**src/rtl/ep_tx_arbiter_pkg.sv**
```systemverilog
// Shared definitions for the endpoint TX arbiter: state encoding,
// requester limits, requester index assignments and modular index helper.
package ep_tx_arbiter_pkg;

   typedef enum logic [1:0] {
      IDLE  = 2'd0,
      GRANT = 2'd1,
      BUSY  = 2'd2
   } arb_state_t;

   localparam int MAX_REQ = 8;
   localparam int IDX_W   = 3;

   // Requester slots as wired at the endpoint top level.
   localparam int INT_REQ   = 0;
   localparam int RXDMA_REQ = 1;
   localparam int TXDMA_REQ = 2;

   // (a + b) mod n for indices already below n; n is the requester count, not 8.
   function automatic logic [IDX_W-1:0] mod_add(input logic [IDX_W-1:0] a,
                                                 input logic [IDX_W-1:0] b,
                                                 input int n);
      logic [IDX_W:0] s;
      s = {1'b0, a} + {1'b0, b};
      if (s >= 4'(n))
         s = s - 4'(n);
      return s[IDX_W-1:0];
   endfunction

endpackage

```
**src/rtl/ep_tx_arbiter_rr_pick.sv**
```systemverilog
// Round-robin selector: rotate requests so the pointer slot is bit 0,
// take the lowest set bit, then rotate the result back to a requester index.
module rr_pick
   import ep_tx_arbiter_pkg::*;
#(
   parameter int N_REQ = 3
) (
   input  logic [N_REQ-1:0] req,
   input  logic [IDX_W-1:0] p,
   output logic             valid,
   output logic [IDX_W-1:0] idx
);

   logic [MAX_REQ-1:0] req_pad;
   logic [N_REQ-1:0]   rot;
   logic [IDX_W-1:0]   off;

   // Padding to the full index range keeps every index expression exact-width.
   assign req_pad = MAX_REQ'(req);

   for (genvar gi = 0; gi < N_REQ; gi++) begin : g_rot
      assign rot[gi] = req_pad[mod_add(p, IDX_W'(gi), N_REQ)];
   end

   assign valid = |rot;

   // Lowest set bit of the rotated vector is the first requester at or after p.
   always_comb begin
      off = '0;
      for (int i = N_REQ - 1; i >= 0; i--) begin
         if (rot[i])
            off = IDX_W'(i);
      end
      idx = mod_add(p, off, N_REQ);
   end

endmodule

```
**src/rtl/ep_tx_arbiter.sv**
```systemverilog
// Round-robin owner arbitration for the endpoint transmit path: grant one
// requester, track it until it releases, revoke stale grants, flag intruders.
module ep_tx_arbiter
   import ep_tx_arbiter_pkg::*;
#(
   parameter int N_REQ         = 3,
   parameter int GRANT_TIMEOUT = 1024
) (
   input  logic             trn_clk,
   input  logic             reset,
   input  logic             trn_lnk_up_n,
   input  logic [N_REQ-1:0] req_ep,
   input  logic [N_REQ-1:0] driving_interface,
   output logic [N_REQ-1:0] my_turn,
   output logic             ep_busy,
   output logic             grant_timeout_err,
   output logic             protocol_err
);

   localparam int              CNT_W    = $clog2(GRANT_TIMEOUT);
   localparam logic [CNT_W-1:0] CNT_LAST = CNT_W'(GRANT_TIMEOUT - 1);

   arb_state_t        state_reg, state_next;
   logic [IDX_W-1:0]  w_reg, w_next;
   logic [IDX_W-1:0]  p_reg, p_next;
   logic [CNT_W-1:0]  cnt_reg, cnt_next;
   logic [N_REQ-1:0]  my_turn_reg, my_turn_next;
   logic              busy_reg, busy_next;
   logic              terr_reg, terr_next;
   logic              perr_reg, perr_next;

   logic [MAX_REQ-1:0] drv_pad;
   logic [MAX_REQ-1:0] own_mask;
   logic [MAX_REQ-1:0] grant_oh;
   logic               drv_owner;
   logic               stray;
   logic               pick_valid;
   logic [IDX_W-1:0]   pick_idx;

   rr_pick #(
      .N_REQ (N_REQ)
   ) u_pick (
      .req   (req_ep),
      .p     (p_reg),
      .valid (pick_valid),
      .idx   (pick_idx)
   );

   assign drv_pad   = MAX_REQ'(driving_interface);
   assign drv_owner = drv_pad[w_reg];
   assign grant_oh  = MAX_REQ'(1) << pick_idx;
   // Only the current winner may drive, and only once the path is allocated.
   assign own_mask  = (state_reg == IDLE) ? '0 : (MAX_REQ'(1) << w_reg);
   assign stray     = |(drv_pad & ~own_mask);

   // Next-state and output decode; driving_interface beats timeout/link-down in GRANT.
   always_comb begin
      state_next   = state_reg;
      w_next       = w_reg;
      p_next       = p_reg;
      cnt_next     = cnt_reg;
      my_turn_next = my_turn_reg;
      terr_next    = terr_reg;
      perr_next    = perr_reg | stray;
      case (state_reg)
         IDLE: begin
            if (!trn_lnk_up_n && pick_valid) begin
               w_next       = pick_idx;
               my_turn_next = grant_oh[N_REQ-1:0];
               cnt_next     = '0;
               state_next   = GRANT;
            end
         end
         GRANT: begin
            if (drv_owner) begin
               my_turn_next = '0;
               state_next   = BUSY;
            end else if (trn_lnk_up_n || (cnt_reg == CNT_LAST)) begin
               my_turn_next = '0;
               p_next       = mod_add(w_reg, IDX_W'(1), N_REQ);
               state_next   = IDLE;
               if (cnt_reg == CNT_LAST)
                  terr_next = 1'b1;
            end else begin
               cnt_next = cnt_reg + CNT_W'(1);
            end
         end
         BUSY: begin
            // Link-down is ignored here; the owner always finishes its own release.
            if (!drv_owner) begin
               p_next     = mod_add(w_reg, IDX_W'(1), N_REQ);
               state_next = IDLE;
            end
         end
         default: begin
            state_next = IDLE;
         end
      endcase
      busy_next = (state_next != IDLE);
   end

   // State and registered outputs; reset forgets any owner, even mid-transfer.
   always_ff @(posedge trn_clk) begin
      if (reset) begin
         state_reg   <= IDLE;
         w_reg       <= '0;
         p_reg       <= '0;
         cnt_reg     <= '0;
         my_turn_reg <= '0;
         busy_reg    <= 1'b0;
         terr_reg    <= 1'b0;
         perr_reg    <= 1'b0;
      end else begin
         state_reg   <= state_next;
         w_reg       <= w_next;
         p_reg       <= p_next;
         cnt_reg     <= cnt_next;
         my_turn_reg <= my_turn_next;
         busy_reg    <= busy_next;
         terr_reg    <= terr_next;
         perr_reg    <= perr_next;
      end
   end

   assign my_turn           = my_turn_reg;
   assign ep_busy           = busy_reg;
   assign grant_timeout_err = terr_reg;
   assign protocol_err      = perr_reg;

endmodule
```
**config.mk**
```make
export PLATFORM = sky130hd
export DESIGN_NAME = ep_tx_arbiter
export DESIGN_NICKNAME = d
export VERILOG_FILES = /design/src/rtl/ep_tx_arbiter_pkg.sv /design/src/rtl/ep_tx_arbiter_rr_pick.sv /design/src/rtl/ep_tx_arbiter.sv
export SDC_FILE = /design/constraint.sdc
export NUM_CORES = 1
export LEC_CHECK = 0
export CORE_MARGIN = 2
export CORE_UTILIZATION = 35
export CTS_BUF_LIST = sky130_fd_sc_hd__clkbuf_16
export CTS_CLUSTER_DIAMETER = 50
export DETAILED_ROUTE_END_ITERATION = 16
export GPL_ROUTABILITY_DRIVEN = 1
export GPL_TIMING_DRIVEN = 0
export PLACE_DENSITY = 0.55
export SETUP_SLACK_MARGIN = 0.15
export SYNTH_ARGS = -nofsm -noshare
export SYNTH_HDL_FRONTEND = slang
export SYNTH_SLANG_ARGS = --single-unit
```
**constraint.sdc**
```tcl
create_clock -name trn_clk -period 10.69 [get_ports trn_clk]
set_input_delay 2.138 -clock trn_clk [delete_from_list [all_inputs] [get_ports trn_clk]]
set_output_delay 2.138 -clock trn_clk [all_outputs]
set_load 0.02 [all_outputs]
```
# Word-level counts from Yosys, hierarchy flattened
# Index checks and enable logic that the tools add are counted.
# Widths: inputs -> output; s select.
word_totals:
  regBits: 24
  out_inout_bits: 6
  elab_cells: 90
classes:
  add_sub_neg: 10
  magnitude_cmp: 9
  eq_ne: 9
  shifts: 2
  n_mux: 34
  bitwise_logic: 4
  reduce_logical: 14
op_table:
  columns: ["operator", "n"]
  rows:
  - ["$mux 3", 11]
  - ["$mux 10", 3]
  - ["$pmux 10 s2", 1]
  - ["$ge 4x2->1 const B", 4]
  - ["$lt 3x4->1 const B", 4]
  - ["$sub 3x2->3 const B", 5]
  - ["$mux 2", 7]
  - ["$bmux 1 s3", 4]
  - ["$pmux 3 s2", 2]
  - ["$reduce_and 4->1", 3]
  - ["$add 10x1->10 const B", 1]
  - ["$eq 10x10->1 const B", 1]
  - ["$add 3x1->4 const B", 2]
  - ["$and 3x8->8", 1]
  - ["$mux 8", 1]
  - ["$ne 2x2->1 const B", 4]
  - ["$not 8->8", 1]
  - ["$reduce_or 8->1", 1]
  - ["$shl 1x3->8 const A", 1]
  - ["$pmux 2 s3", 1]
  - ["$reduce_bool 2->1", 3]
  - ["$add 3x2->4", 1]
  - ["$add 3x2->4 const B", 1]
  - ["$mux 1", 4]
  - ["15 further kinds", 15]

# Longest topological paths before layout
# Gate-level depths: netlist (run 1).
logic_depth:
  depth_word: 14
  ltp_mapped: 19
  depth_no_buf: 18

# Cells and area by module
# From an unflattened synthesis (run 1), not the netlist that was laid out.
unflattened:
  hier_cells: 223
  hier_area_um2: 1821.7
by_module_without_submodules:
  columns: ["module", "instances", "cells_each", "area_each_um2"]
  rows:
  - ["ep_tx_arbiter", 1, 156, 1303.8]
  - ["rr_pick", 1, 67, 518.0]

# Worst setup path before layout (run 1)
# Ideal clock, no wire load.
synth_timing:
  kind: "input -> register"
  from: "in req_ep[2]"
  to: "reg w_reg[1]"
  setup_time_ns: 0.135
  arrival_ns: 4.723
  path_slack_ns: 5.832
  cell_stages: 14
  n_path_buf: 0
  cell_sequence: "inv_1 -> a211oi_1 -> a31oi_1 -> a221o_1 -> nor2b_1 -> ha_1 -> inv_1 -> fa_1 -> inv_1 -> ha_1 -> nor2_1 -> mux2_2 -> a311oi_1 -> a211oi_1"
synth_via:
  elab_chain_len: 8
  elab_cells_between_ends: 16
  classes_between: "add/sub (2); order compare (1); mux (10); reduce/logical (3)"
synth_rtl:
  columns: ["item", "line", "source"]
  rows:
  - ["start, declared", "ep_tx_arbiter.sv:12", "input logic [N_REQ-1:0] req_ep,"]
  - ["$bmux 1 s3", "ep_tx_arbiter_rr_pick.sv:22", "assign rot[gi] = req_pad[mod_add(p, IDX_W'(gi), N_REQ)];"]
  - ["$mux 1 (implied by the code)", "ep_tx_arbiter_rr_pick.sv:22", null]
  - ["$mux 2 (3 in series)", "ep_tx_arbiter_rr_pick.sv:31", "if (rot[i])"]
  - ["$add 3x2->4", "ep_tx_arbiter_pkg.sv:24", "s = {1'b0, a} + {1'b0, b};"]
  - ["$ge 4x2->1 or $sub 3x2->3 (tied branches)", "ep_tx_arbiter_pkg.sv:25, ep_tx_arbiter_pkg.sv:26", null]
  - ["$mux 3", "ep_tx_arbiter_pkg.sv:25", "if (s >= 4'(n))"]
  - ["end signal, assigned", "ep_tx_arbiter.sv:115", "w_reg <= w_next;"]
  - ["end, declared", "ep_tx_arbiter.sv:24", "logic [IDX_W-1:0] w_reg, w_next;"]
# Several ways; a longest one is shown, not always the timed one. The select of a mux whose other input is x is not followed.
# A chain may end at the register's enable or synchronous reset.

# Worst setup path after layout (run 1)
# Ends and elaborated chain as after synthesis.

==> metrics.txt, run 1 <==
# TYPE chip_impl_metric gauge
chip_impl_info{name="result_of_the_run",value="finished, final reports clean"} 1
chip_impl_metric{name="p_leak",unit="nW"} 0.809
chip_impl_metric{name="crit_arrival",unit="ns"} 5.56
chip_impl_info{name="critical_path_class",value="primary input to register"} 1
chip_impl_metric{name="min_path_cells",unit=""} 2
chip_impl_metric{name="finalCriticalPeriod",unit="ns"} 5.44
chip_impl_metric{name="max_freq",unit="MHz"} 184
chip_impl_metric{name="post_synth_num_cell_types",unit=""} 54
chip_impl_metric{name="yosys_warnings",unit=""} 0
chip_impl_metric{name="dp_hpwl",unit="um"} 3190
chip_impl_metric{name="timing.clock.skew",unit="ns"} 0.00175
chip_impl_metric{name="timing_worst_slew_pin_value",unit="ns"} 0.593
chip_impl_metric{name="synth.yosys.seq_area_share",unit="%"} 24.7
chip_impl_metric{name="grt_antenna_before_repair",unit=""} 0
chip_impl_info{name="critPathMostFrequentCell",value="sky130_fd_sc_hd__inv_1"} 1
chip_impl_metric{name="layout.nets",unit=""} 280
chip_impl_metric{name="r2r.worst_path.cells",unit=""} 16
chip_impl_metric{name="detail_route.first_pass.iterations",unit=""} 4
chip_impl_metric{name="io-pin-count",unit=""} 15
chip_impl_metric{name="global_route.overflow_total",unit=""} 0
chip_impl_metric{name="core_occupancy_in_the_finished_layout",unit="%"} 41.2
chip_impl_metric{name="horizontal_die_dimension",unit="um"} 78.5
chip_impl_metric{name="synth-edff-count",unit=""} 0
chip_impl_metric{name="detailedRoute.firstIterationViolations",unit=""} 64
chip_impl_metric{name="max_cap_viol_count",unit=""} 0
chip_impl_metric{name="wl_per_cell",unit="um"} 13.0
chip_impl_metric{name="post_cts_resized",unit=""} 0
chip_impl_metric{name="critPathMaxStageDelay",unit="ns"} 0.55
chip_impl_metric{name="detailroute.via_count",unit=""} 1758
chip_impl_metric{name="residual_drc",unit=""} 0
chip_impl_metric{name="critical_path_required",unit="ns"} 10.81
chip_impl_metric{name="postCtsHoldBufs",unit=""} 0
chip_impl_metric{name="antenna_cells_inserted",unit=""} 0
chip_impl_metric{name="die_area",unit="um^2"} 6160
chip_impl_metric{name="placed_area",unit="um^2"} 2160
chip_impl_metric{name="grt_first_pass_wirelength",unit="um"} 7440
chip_impl_metric{name="cts-root-to-sink-buffers",unit=""} 2
chip_impl_metric{name="num_rows",unit=""} 27
chip_impl_metric{name="vertical_die_dimension",unit="um"} 78.5
chip_impl_metric{name="first_global_vias",unit=""} 1561
chip_impl_metric{name="critPathMaxFanout",unit=""} 7
chip_impl_metric{name="clock_sinks",unit=""} 24
chip_impl_metric{name="final-max-slew-violation-count",unit=""} 0
chip_impl_metric{name="postRouteAntennaNets",unit=""} 0
chip_impl_metric{name="grt_max_degree",unit=""} 14
chip_impl_metric{name="syn_avg_cell_area",unit="um^2"} 8.23
chip_impl_metric{name="finish.instance_area",unit="um^2"} 2240
chip_impl_metric{name="fin_crit_sh",unit="%"} 50.9
chip_impl_metric{name="slew-limit-headroom",unit="%"} 60.3
chip_impl_info{name="timing.critical_path.from_type",value="primary input"} 1
chip_impl_metric{name="critPathBufInv",unit=""} 4
chip_impl_metric{name="mappedNetlistArea",unit="um^2"} 1940
chip_impl_metric{name="dr_wl_met3",unit="um"} 123
chip_impl_metric{name="final_setup_violation_count",unit=""} 0
chip_impl_metric{name="cts_setup_buffers",unit=""} 0
chip_impl_metric{name="place.gp.congestion",unit=""} 0.775
chip_impl_metric{name="cts.htree.levels",unit=""} 1
chip_impl_info{name="hold_path_class",value="register to register"} 1
chip_impl_info{name="top_layer",value="met3"} 1
chip_impl_metric{name="globalRouteTotalUtil",unit="%"} 14.5
chip_impl_metric{name="totalNegativeSetupSlack",unit="ns"} 0
chip_impl_metric{name="synthCells",unit=""} 236
chip_impl_metric{name="pwr_density_cell",unit="nW/um^2"} 215
chip_impl_metric{name="placeableCoreArea",unit="um^2"} 5440
chip_impl_metric{name="cts-buffers-inserted",unit=""} 3
chip_impl_info{name="critical_path_sink_type",value="register"} 1
chip_impl_metric{name="clock_insertion_delay_worst_skew",unit="ns"} 0.25
chip_impl_info{name="cp_top_family",value="compound AO/OA/AOI/OAI gates"} 1
chip_impl_metric{name="portBuffers",unit=""} 13
chip_impl_metric{name="route.layer.met1.wl",unit="um"} 2330
chip_impl_info{name="critPathSlowestCell",value="sky130_fd_sc_hd__clkdlybuf4s50_1"} 1
chip_impl_metric{name="critical_path_cell_count",unit=""} 15
chip_impl_info{name="mostFrequentLayoutCell",value="sky130_fd_sc_hd__dfxtp_1"} 1
chip_impl_info{name="cts_tree",value="yes"} 1
chip_impl_metric{name="drive_above_1_share",unit="%"} 9.49
chip_impl_metric{name="design_power_total",unit="mW"} 0.482
chip_impl_metric{name="met2_wire_length",unit="um"} 1760
chip_impl_metric{name="initial_utilization",unit="%"} 35.7
chip_impl_info{name="final_cell_mix",value="24 x sky130_fd_sc_hd__dfxtp_1, 17 x sky130_fd_sc_hd__nor2_1, 16 x sky130_fd_sc_hd__o21ai_0, 16 x sky130_fd_sc_hd__ha_1"} 1
chip_impl_info{name="clockRootBuffer",value="sky130_fd_sc_hd__clkbuf_16"} 1
chip_impl_metric{name="synth_fp_nets",unit=""} 262
chip_impl_metric{name="ys_async_sr_fraction",unit="%"} 0
chip_impl_metric{name="route.detailed.vias_per_inst",unit=""} 5.41
chip_impl_metric{name="area_growth_syn_to_layout",unit="%"} 15.4
chip_impl_metric{name="largest_register_ffs",unit=""} 10
chip_impl_info{name="synth-main-ff-cell",value="sky130_fd_sc_hd__dfxtp_1"} 1
chip_impl_info{name="cells_along_the_critical_path",value="clkdlybuf4s50_1 > inv_1 > a211oi_1 > a31oi_1 > a221o_1 > nor2b_1 > ha_1 > inv_1 > fa_1 > inv_1 > ha_1 > nor2_1 > mux2_2 > a311oi_1 > a211oi_1"} 1
chip_impl_metric{name="wl",unit="um"} 4220
chip_impl_metric{name="synth-seq-cells",unit=""} 24
chip_impl_metric{name="clock_transition_at_path_regs",unit="ns"} 0.06
chip_impl_metric{name="vdd.ir_drop.worst",unit="uV"} 86.0
chip_impl_metric{name="final.hold.worst_slack",unit="ns"} 0.458
chip_impl_metric{name="hold_violations",unit=""} 0
chip_impl_info{name="grt_setup_unrepaired",value="false"} 1
==> power breakdown <==
part	leakage (nW)	internal [mW]	switching, mW
sequential	0.195	0.105	0.0162
clock	0.0385	0.0500	0.0308
combinational	0.575	0.122	0.159
total	0.809	0.277	0.206
==> tightest hold or removal path: stages, from the launching register on <==
cell and delay, ns:
sky130_fd_sc_hd__dfxtp_1 0.31, sky130_fd_sc_hd__nand2_1 0.05, sky130_fd_sc_hd__mux2i_1 0.05
==> cell type report <==
class,instances,area [um^2]
fill,553,3200
multi-input combinational,184,1340
sequential,24,480
timing repair buffer,13,130
tap,72,90.1
buffer,15,78.8
clock buffer,3,75.1
inverter,13,48.8
clock inverter,1,3.75
==> layer usage <==
layer  vias to the layer above  global-route usage (%)
met1                       818                    22.0
met3                         0                    2.99
met2                        21                    22.0
met4                         0                    1.05
met5                         -                       0
li1                        919                       -
==> metrics by stage <==
stage,setup slack [ns],std cells
3_5_place_dp,4.96,321
4_1_cts,5.23,325
6_report,5.25,325
3_3_place_gp,5.01,321
5_1_grt,4.90,325
2_1_floorplan,5.83,236
==> synth_stat cells (7+ instances only) <==
cell type	instances	area, um^2
sky130_fd_sc_hd__mux2i_1	7	70.1
sky130_fd_sc_hd__nand3_1	7	35.0
sky130_fd_sc_hd__clkbuf_1	11	41.3
sky130_fd_sc_hd__nor4_1	7	43.8
sky130_fd_sc_hd__a21oi_1	9	45.0
sky130_fd_sc_hd__o21ai_0	16	80.1
sky130_fd_sc_hd__nor2_1	17	63.8
sky130_fd_sc_hd__a211oi_1	10	75.1
sky130_fd_sc_hd__nand2_1	13	48.8
sky130_fd_sc_hd__ha_1	16	200
sky130_fd_sc_hd__inv_1	13	48.8
sky130_fd_sc_hd__nand3b_1	10	75.1
sky130_fd_sc_hd__a31oi_1	9	56.3
sky130_fd_sc_hd__dfxtp_1	24	480
==> final timing paths <==
check	start	to	slack, ns
hold reg to reg	my_turn[2]	my_turn[2]	0.46
setup reg to reg	p_reg[0]	w_reg[1]	6.51
hold / removal	my_turn[2]	my_turn[2]	0.46
setup / recovery	req_ep[2]	w_reg[1]	5.25
==> logic make-up (layout without fill, tap and decap cells) <==
group	count (synthesis)	in the layout	synth area share (%)
and+or+nand+nor	84	84	24.4
AOI/OAI and AO/OA	68	68	24.9
muxes	12	12	6.70
buffers and inverters	28	45	6.57
DFF	24	24	24.7
adders and majority gates	18	18	11.8
xor gates and xnor gates	2	2	0.902
Note: power is estimated with default switching activity, not from simulation.
==> run 2: changes to the inputs <==
--- a/config.mk
+++ b/config.mk
@@ -12,7 +12,7 @@
 export DETAILED_ROUTE_END_ITERATION = 16
 export GPL_ROUTABILITY_DRIVEN = 1
 export GPL_TIMING_DRIVEN = 0
-export PLACE_DENSITY = 0.55
+export PLACE_DENSITY = 0.57
 export SETUP_SLACK_MARGIN = 0.15
 export SYNTH_ARGS = -nofsm -noshare
 export SYNTH_HDL_FRONTEND = slang
==> constraint.sdc (replaced) <==
create_clock -name trn_clk -period 4.38 [get_ports trn_clk]
set_input_delay 0.876 -clock trn_clk [delete_from_list [all_inputs] [get_ports trn_clk]]
set_output_delay 0.876 -clock trn_clk [all_outputs]
set_load 0.02 [all_outputs]
==> metrics.txt, run 2 (synthesis results as in run 1) <==
# TYPE chip_impl_metric gauge
chip_impl_info{name="timing.critical_path.from_type",value="primary input"} 1
chip_impl_metric{name="hold_violations",unit=""} 0
chip_impl_info{name="critical_path_class",value="primary input to register"} 1
chip_impl_info{name="critical_path_sink_type",value="register"} 1
chip_impl_info{name="result_of_the_run",value="finished, final reports clean"} 1
chip_impl_metric{name="die_area",unit="um^2"} 6160
chip_impl_metric{name="postRouteAntennaNets",unit=""} 0
chip_impl_metric{name="net-switching-power",unit="mW"} 0.518
chip_impl_metric{name="cts-buffers-inserted",unit=""} 3
chip_impl_metric{name="max_freq",unit="MHz"} 248
chip_impl_metric{name="globalRouteTotalUtil",unit="%"} 14.6
chip_impl_metric{name="p_leak",unit="nW"} 0.827
chip_impl_metric{name="clock_transition_at_path_regs",unit="ns"} 0.06
chip_impl_metric{name="slew-limit-headroom",unit="%"} 62.7
chip_impl_metric{name="wl",unit="um"} 4180
chip_impl_metric{name="vertical_die_dimension",unit="um"} 78.5
chip_impl_info{name="grt_setup_unrepaired",value="false"} 1
chip_impl_metric{name="internal-power",unit="mW"} 0.692
chip_impl_metric{name="max_cap_viol_count",unit=""} 0
chip_impl_metric{name="pwr_density_cell",unit="nW/um^2"} 528
chip_impl_info{name="clockRootBuffer",value="sky130_fd_sc_hd__clkbuf_16"} 1
chip_impl_metric{name="grt_antenna_before_repair",unit=""} 0
chip_impl_metric{name="detailroute.via_count",unit=""} 1765
chip_impl_metric{name="layout.nets",unit=""} 282
chip_impl_metric{name="first_global_vias",unit=""} 1616
chip_impl_metric{name="nFillCells",unit=""} 558
chip_impl_metric{name="area_growth_syn_to_layout",unit="%"} 17.8
chip_impl_metric{name="dp_hpwl",unit="um"} 3160
chip_impl_metric{name="global_route.overflow_total",unit=""} 0
chip_impl_metric{name="placeableCoreArea",unit="um^2"} 5440
chip_impl_metric{name="timing.clock.skew",unit="ns"} 0.00152
chip_impl_metric{name="largest_register_ffs",unit=""} 10
chip_impl_metric{name="p_sw_share",unit="%"} 42.8
chip_impl_metric{name="vdd.ir_drop.worst",unit="uV"} 216
chip_impl_metric{name="multi_input_logic_area",unit="um^2"} 1360
chip_impl_metric{name="grt_max_degree",unit=""} 13
chip_impl_metric{name="critPathMaxFanout",unit=""} 7
chip_impl_metric{name="fin_crit_sh",unit="%"} 91.9
chip_impl_metric{name="final-max-slew-violation-count",unit=""} 0
chip_impl_metric{name="final_setup_violation_count",unit=""} 0
chip_impl_metric{name="detail_route.first_pass.iterations",unit=""} 5
chip_impl_metric{name="p_clk_share",unit="%"} 16.3
chip_impl_metric{name="io-pin-count",unit=""} 15
chip_impl_metric{name="place.gp.congestion",unit=""} 0.834
chip_impl_metric{name="detailedRoute.firstIterationViolations",unit=""} 88
chip_impl_metric{name="wl_per_cell",unit="um"} 12.8
chip_impl_metric{name="dp_slack",unit="ns"} -0.0918
chip_impl_metric{name="fin_ws",unit="ns"} 0.355
chip_impl_metric{name="cts.htree.levels",unit=""} 1
chip_impl_metric{name="num_rows",unit=""} 27
chip_impl_metric{name="combPwrFrac",unit="%"} 59.1
chip_impl_info{name="mostFrequentLayoutCell",value="sky130_fd_sc_hd__dfxtp_1"} 1
chip_impl_info{name="hold_path_class",value="register to register"} 1
chip_impl_metric{name="clock_insertion_delay_worst_skew",unit="ns"} 0.26
chip_impl_metric{name="sequential_cell_area",unit="um^2"} 483
chip_impl_metric{name="portBuffers",unit=""} 13
chip_impl_metric{name="horizontal_die_dimension",unit="um"} 78.5
chip_impl_info{name="final_cell_mix",value="22 x sky130_fd_sc_hd__dfxtp_1, 16 x sky130_fd_sc_hd__o21ai_0, 16 x sky130_fd_sc_hd__nor2_1, 14 x sky130_fd_sc_hd__ha_1, 13 x sky130_fd_sc_hd__nand2_1"} 1
chip_impl_metric{name="drive_above_1_share",unit="%"} 14.6
chip_impl_metric{name="initial_utilization",unit="%"} 35.7
chip_impl_metric{name="grt_first_pass_wirelength",unit="um"} 7420
chip_impl_metric{name="route.detailed.vias_per_inst",unit=""} 5.41
chip_impl_metric{name="antenna_cells_inserted",unit=""} 0
chip_impl_metric{name="crit_arrival",unit="ns"} 4.15
chip_impl_metric{name="pwr-share-seq",unit="%"} 24.6
chip_impl_metric{name="residual_drc",unit=""} 0
chip_impl_metric{name="totalNegativeSetupSlack",unit="ns"} 0
chip_impl_metric{name="critical_path_required",unit="ns"} 4.51
chip_impl_metric{name="finalCriticalPeriod",unit="ns"} 4.02
chip_impl_metric{name="timing_worst_slew_pin_value",unit="ns"} 0.557
chip_impl_metric{name="core_occupancy_in_the_finished_layout",unit="%"} 42.1
chip_impl_metric{name="clock_sinks",unit=""} 24
chip_impl_info{name="cts_tree",value="yes"} 1
chip_impl_metric{name="cts-root-to-sink-buffers",unit=""} 2
[run 2: cell types whose count changed in the layout (fill, tap and decap cells not counted), moves of 2 or more]
cell                      change
sky130_fd_sc_hd__buf_4        +2
sky130_fd_sc_hd__dfxtp_2      +2
sky130_fd_sc_hd__ha_1         -2
sky130_fd_sc_hd__dfxtp_1      -2
sky130_fd_sc_hd__ha_2         +2
sky130_fd_sc_hd__nor3_2       +2
sky130_fd_sc_hd__nor3_1       -2
[run 2: timing repair]
item / 4_1_cts / 5_1_grt
setup endpoints to repair: 0 / 6
hold buffers: 0 / 0
resized for setup: 0 / 12
setup buffers: 0 / 2
[run 2: power by group through the flow]
| stage | logic [mW] | registers (mW) | clock network (mW) |
|---|---|---|---|
| 6_report | 0.715 | 0.297 | 0.198 |
| 5_1_grt | 0.806 | 0.306 | 0.211 |
| 4_1_cts | 0.688 | 0.297 | 0.203 |
| 3_5_place_dp | 0.686 | 0.301 | 0 |
| 3_3_place_gp | 0.674 | 0.302 | 0 |
| 2_1_floorplan | 0.520 | 0.309 | 0 |
[run 2: layout make-up]
class / count / share of cell area [%]
Multi-Input combinational cell: 184 / 59.5
Inverter: 13 / 2.30
Sequential cell: 24 / 21.1
Buffer: 15 / 3.44
Tap cell: 72 / 3.93
Timing Repair Buffer: 15 / 6.45
Clock buffer: 3 / 3.28
[run 2: metrics by stage]
step	power (mW)	hold WS (ns)	instance area, um^2	cells
after CTS	1.19	0.468	2240	324
final	1.21	0.461	2290	326
after floorplan	0.830	0.485	1940	236
after global routing	1.32	0.479	2290	326
after global placement	0.976	0.447	2160	321
after detailed placement	0.987	0.459	2160	321
[run 2: worst paths after layout]
kind | startpoint | to | slack (ns) | depth (start not counted)
worst min-delay path | my_turn[0] | my_turn[0] | 0.46 | 2
worst max-delay path | req_ep[1] | my_turn[2] | 0.36 | 16
worst min register to register | my_turn[0] | my_turn[0] | 0.46 | 2
worst max register to register | p_reg[2] | my_turn[2] | 0.41 | 19
[run 2: metal layers]
metal / routed length (um) / part of all wire [%] / up-vias / global-route usage [%]
met4: 51 / 1.2 / 0 / 3.33
met1: 2200 / 53 / 817 / 20.4
li1: - / - / 916 / -
met3: 117 / 2.8 / 7 / 2.87
met5: 0 / 0 / - / 0
met2: 1810 / 43 / 25 / 23.0
[run 2: worst max-delay path, cell delays in order]
cell and delay (ns):
sky130_fd_sc_hd__clkdlybuf4s50_1 0.55, sky130_fd_sc_hd__maj3_1 0.18, sky130_fd_sc_hd__nand2_1 0.05, sky130_fd_sc_hd__a221o_2 0.43, sky130_fd_sc_hd__nor2b_1 0.13, sky130_fd_sc_hd__ha_1 0.20, sky130_fd_sc_hd__inv_1 0.06, sky130_fd_sc_hd__fa_2 0.51
sky130_fd_sc_hd__inv_1 0.06, sky130_fd_sc_hd__ha_1 0.22, sky130_fd_sc_hd__or2_2 0.28, sky130_fd_sc_hd__o21ai_0 0.14, sky130_fd_sc_hd__a22o_1 0.21, sky130_fd_sc_hd__nor3_2 0.07, sky130_fd_sc_hd__nand3_1 0.11, sky130_fd_sc_hd__mux2i_1 0.07
==> run 3: changes to the inputs <==
--- a/config.mk
+++ b/config.mk
@@ -10,10 +10,8 @@
 export CTS_BUF_LIST = sky130_fd_sc_hd__clkbuf_16
 export CTS_CLUSTER_DIAMETER = 50
 export DETAILED_ROUTE_END_ITERATION = 16
-export GPL_ROUTABILITY_DRIVEN = 1
 export GPL_TIMING_DRIVEN = 0
 export PLACE_DENSITY = 0.57
-export SETUP_SLACK_MARGIN = 0.15
 export SYNTH_ARGS = -nofsm -noshare
 export SYNTH_HDL_FRONTEND = slang
 export SYNTH_SLANG_ARGS = --single-unit
==> metrics.txt, run 3 (synthesis results as in run 1) <==
# TYPE chip_impl_metric gauge
chip_impl_info{name="result_of_the_run",value="finished, final reports clean"} 1
chip_impl_metric{name="vdd.ir_drop.worst",unit="uV"} 216
chip_impl_metric{name="pwr_density_cell",unit="nW/um^2"} 532
chip_impl_metric{name="slew-limit-headroom",unit="%"} 62.9
chip_impl_metric{name="crit_arrival",unit="ns"} 4.22
chip_impl_metric{name="finalCriticalPeriod",unit="ns"} 4.09
chip_impl_metric{name="vertical_die_dimension",unit="um"} 78.5
chip_impl_metric{name="critPathMaxStageDelay",unit="ns"} 0.55
chip_impl_metric{name="final_setup_violation_count",unit=""} 0
chip_impl_metric{name="totalNegativeSetupSlack",unit="ns"} 0
chip_impl_info{name="clockRootBuffer",value="sky130_fd_sc_hd__clkbuf_16"} 1
chip_impl_metric{name="cts.htree.levels",unit=""} 1
chip_impl_metric{name="sequential_cell_area",unit="um^2"} 482
chip_impl_info{name="timing.critical_path.from_type",value="primary input"} 1
chip_impl_metric{name="initial_utilization",unit="%"} 35.7
chip_impl_metric{name="detailedRoute.firstIterationViolations",unit=""} 82
chip_impl_metric{name="timing.clock.skew",unit="ns"} 0.00170
chip_impl_metric{name="postRouteAntennaNets",unit=""} 0
chip_impl_info{name="grt_setup_unrepaired",value="true"} 1
chip_impl_info{name="cts_tree",value="yes"} 1
chip_impl_metric{name="cts-buffers-inserted",unit=""} 3
chip_impl_metric{name="internal-power",unit="mW"} 0.685
chip_impl_metric{name="die_area",unit="um^2"} 6160
chip_impl_info{name="cells_along_the_critical_path",value="clkdlybuf4s50_1 > inv_1 > a211oi_1 > a31oi_1 > a221o_1 > nor2b_1 > ha_1 > inv_1 > fa_1 > inv_1 > ha_1 > or2_2 > o21ai_0 > a22o_1 > nor3_2 > nand3_1 > mux2i_1"} 1
chip_impl_info{name="critPathSlowestCell",value="sky130_fd_sc_hd__clkdlybuf4s50_1"} 1
chip_impl_metric{name="clock_sinks",unit=""} 24
chip_impl_metric{name="grt_max_degree",unit=""} 13
chip_impl_metric{name="combPwrFrac",unit="%"} 58.9
chip_impl_metric{name="drive_above_1_share",unit="%"} 11.5
chip_impl_metric{name="dpl.cell_count",unit=""} 321
chip_impl_metric{name="pwr-share-seq",unit="%"} 24.6
chip_impl_metric{name="layout.nets",unit=""} 281
chip_impl_metric{name="net-switching-power",unit="mW"} 0.517
chip_impl_metric{name="critical_path_required",unit="ns"} 4.51
chip_impl_metric{name="p_sw_share",unit="%"} 43.0
chip_impl_metric{name="detailroute.via_count",unit=""} 1768
chip_impl_metric{name="fin_crit_sh",unit="%"} 93.3
chip_impl_metric{name="num_rows",unit=""} 27
chip_impl_metric{name="wl_per_cell",unit="um"} 12.9
chip_impl_metric{name="clock_transition_at_path_regs",unit="ns"} 0.06
chip_impl_metric{name="route.detailed.vias_per_inst",unit=""} 5.44
chip_impl_metric{name="max_freq",unit="MHz"} 245
chip_impl_metric{name="instances_no_fill",unit=""} 325
chip_impl_info{name="critical_path_sink_type",value="register"} 1
chip_impl_metric{name="cts-root-to-sink-buffers",unit=""} 2
chip_impl_metric{name="largest_register_ffs",unit=""} 10
chip_impl_metric{name="portBuffers",unit=""} 13
chip_impl_metric{name="placeableCoreArea",unit="um^2"} 5440
chip_impl_metric{name="place.gp.congestion",unit=""} 0.834
chip_impl_metric{name="area_growth_syn_to_layout",unit="%"} 16.4
chip_impl_info{name="final_cell_mix",value="23 x sky130_fd_sc_hd__dfxtp_1, 16 x sky130_fd_sc_hd__o21ai_0, 16 x sky130_fd_sc_hd__nor2_1, 16 x sky130_fd_sc_hd__ha_1"} 1
chip_impl_metric{name="detail_route.first_pass.iterations",unit=""} 4
chip_impl_metric{name="clock_insertion_delay_worst_skew",unit="ns"} 0.26
chip_impl_metric{name="antenna_cells_inserted",unit=""} 0
chip_impl_metric{name="grt_first_pass_wirelength",unit="um"} 7420
chip_impl_metric{name="grt_antenna_before_repair",unit=""} 0
chip_impl_metric{name="residual_drc",unit=""} 0
chip_impl_metric{name="timing_worst_slew_pin_value",unit="ns"} 0.555
chip_impl_metric{name="nFillCells",unit=""} 559
chip_impl_metric{name="dp_hpwl",unit="um"} 3160
chip_impl_metric{name="postCtsHoldBufs",unit=""} 0
chip_impl_metric{name="worst-r2r-setup-slack",unit="ns"} 0.32
chip_impl_metric{name="p_leak",unit="nW"} 0.815
chip_impl_metric{name="max_cap_viol_count",unit=""} 0
chip_impl_metric{name="critPathMaxFanout",unit=""} 7
chip_impl_metric{name="first_global_vias",unit=""} 1616
chip_impl_metric{name="design_power_total",unit="mW"} 1.20
chip_impl_metric{name="final-max-slew-violation-count",unit=""} 0
chip_impl_info{name="critical_path_class",value="primary input to register"} 1
chip_impl_metric{name="hold_violations",unit=""} 0
chip_impl_metric{name="io-pin-count",unit=""} 15
chip_impl_metric{name="p_clk_share",unit="%"} 16.5
chip_impl_metric{name="globalRouteTotalUtil",unit="%"} 14.6
chip_impl_info{name="mostFrequentLayoutCell",value="sky130_fd_sc_hd__dfxtp_1"} 1
chip_impl_metric{name="global_route.overflow_total",unit=""} 0
chip_impl_metric{name="wl",unit="um"} 4180
chip_impl_info{name="hold_path_class",value="register to register"} 1
chip_impl_metric{name="multi_input_logic_area",unit="um^2"} 1350
chip_impl_info{name="critPathMostFrequentCell",value="sky130_fd_sc_hd__inv_1"} 1
chip_impl_metric{name="horizontal_die_dimension",unit="um"} 78.5
run 3: area by class of cell:
class                   count  area share (%)
multi-input cells         184            59.7
inverters                  13            2.16
clock buffers               3            3.32
repair buffers             14            6.09
plain buffers              15            3.49
flip-flops and latches     24            21.3
well taps                  72            3.98
run 3: routing by layer:
layer,global-route usage (%),wire length [um],share of wire [%],vias to the layer above
met4,3.33,50,1.2,0
li1,-,-,-,913
met1,20.4,2170,52,817
met5,0,0,0,-
met2,23.0,1840,44,31
met3,2.87,118,2.8,7
run 3: final timing paths:
check | endpoint | from | cells past startpoint
setup reg to reg | my_turn[2] | p_reg[2] | 19
setup / recovery | my_turn[2] | req_ep[2] | 17
hold / removal | my_turn[0] | my_turn[0] | 2
hold reg to reg | my_turn[0] | my_turn[0] | 2
run 3: critical path, delay by kind of cell:
family	cells	cell delay (ns)
compound gates	5	1.05
buf+inv	4	0.73
simple gates	4	0.61
fa+ha+maj	3	0.89
mux	1	0.07
run 3: timing repair:
item                                    CTS  global route
endpoints found under the setup margin    0             5
setup buffers                             0             1
resized for setup                         0             4
run 3: per-stage QoR:
step                setup WS, ns  utilization [%]  hold WS, ns  area [um^2]
CTS                        0.172             41.2        0.468         2240
detailed placement       -0.0918             39.8        0.459         2160
global route             -0.0138             41.6        0.479         2260
floorplan                  0.562                -        0.485         1940
global placement         -0.0264             39.8        0.447         2160
finish                     0.295             41.6        0.462         2260
run 3: power by group through the flow:
stage          Clock, mW  Combinational, mW  Sequential [mW]
2_1_floorplan          0              0.520            0.309
3_3_place_gp           0              0.674            0.302
3_5_place_dp           0              0.686            0.301
4_1_cts            0.203              0.688            0.297
5_1_grt            0.211              0.795            0.306
6_report           0.199              0.707            0.296
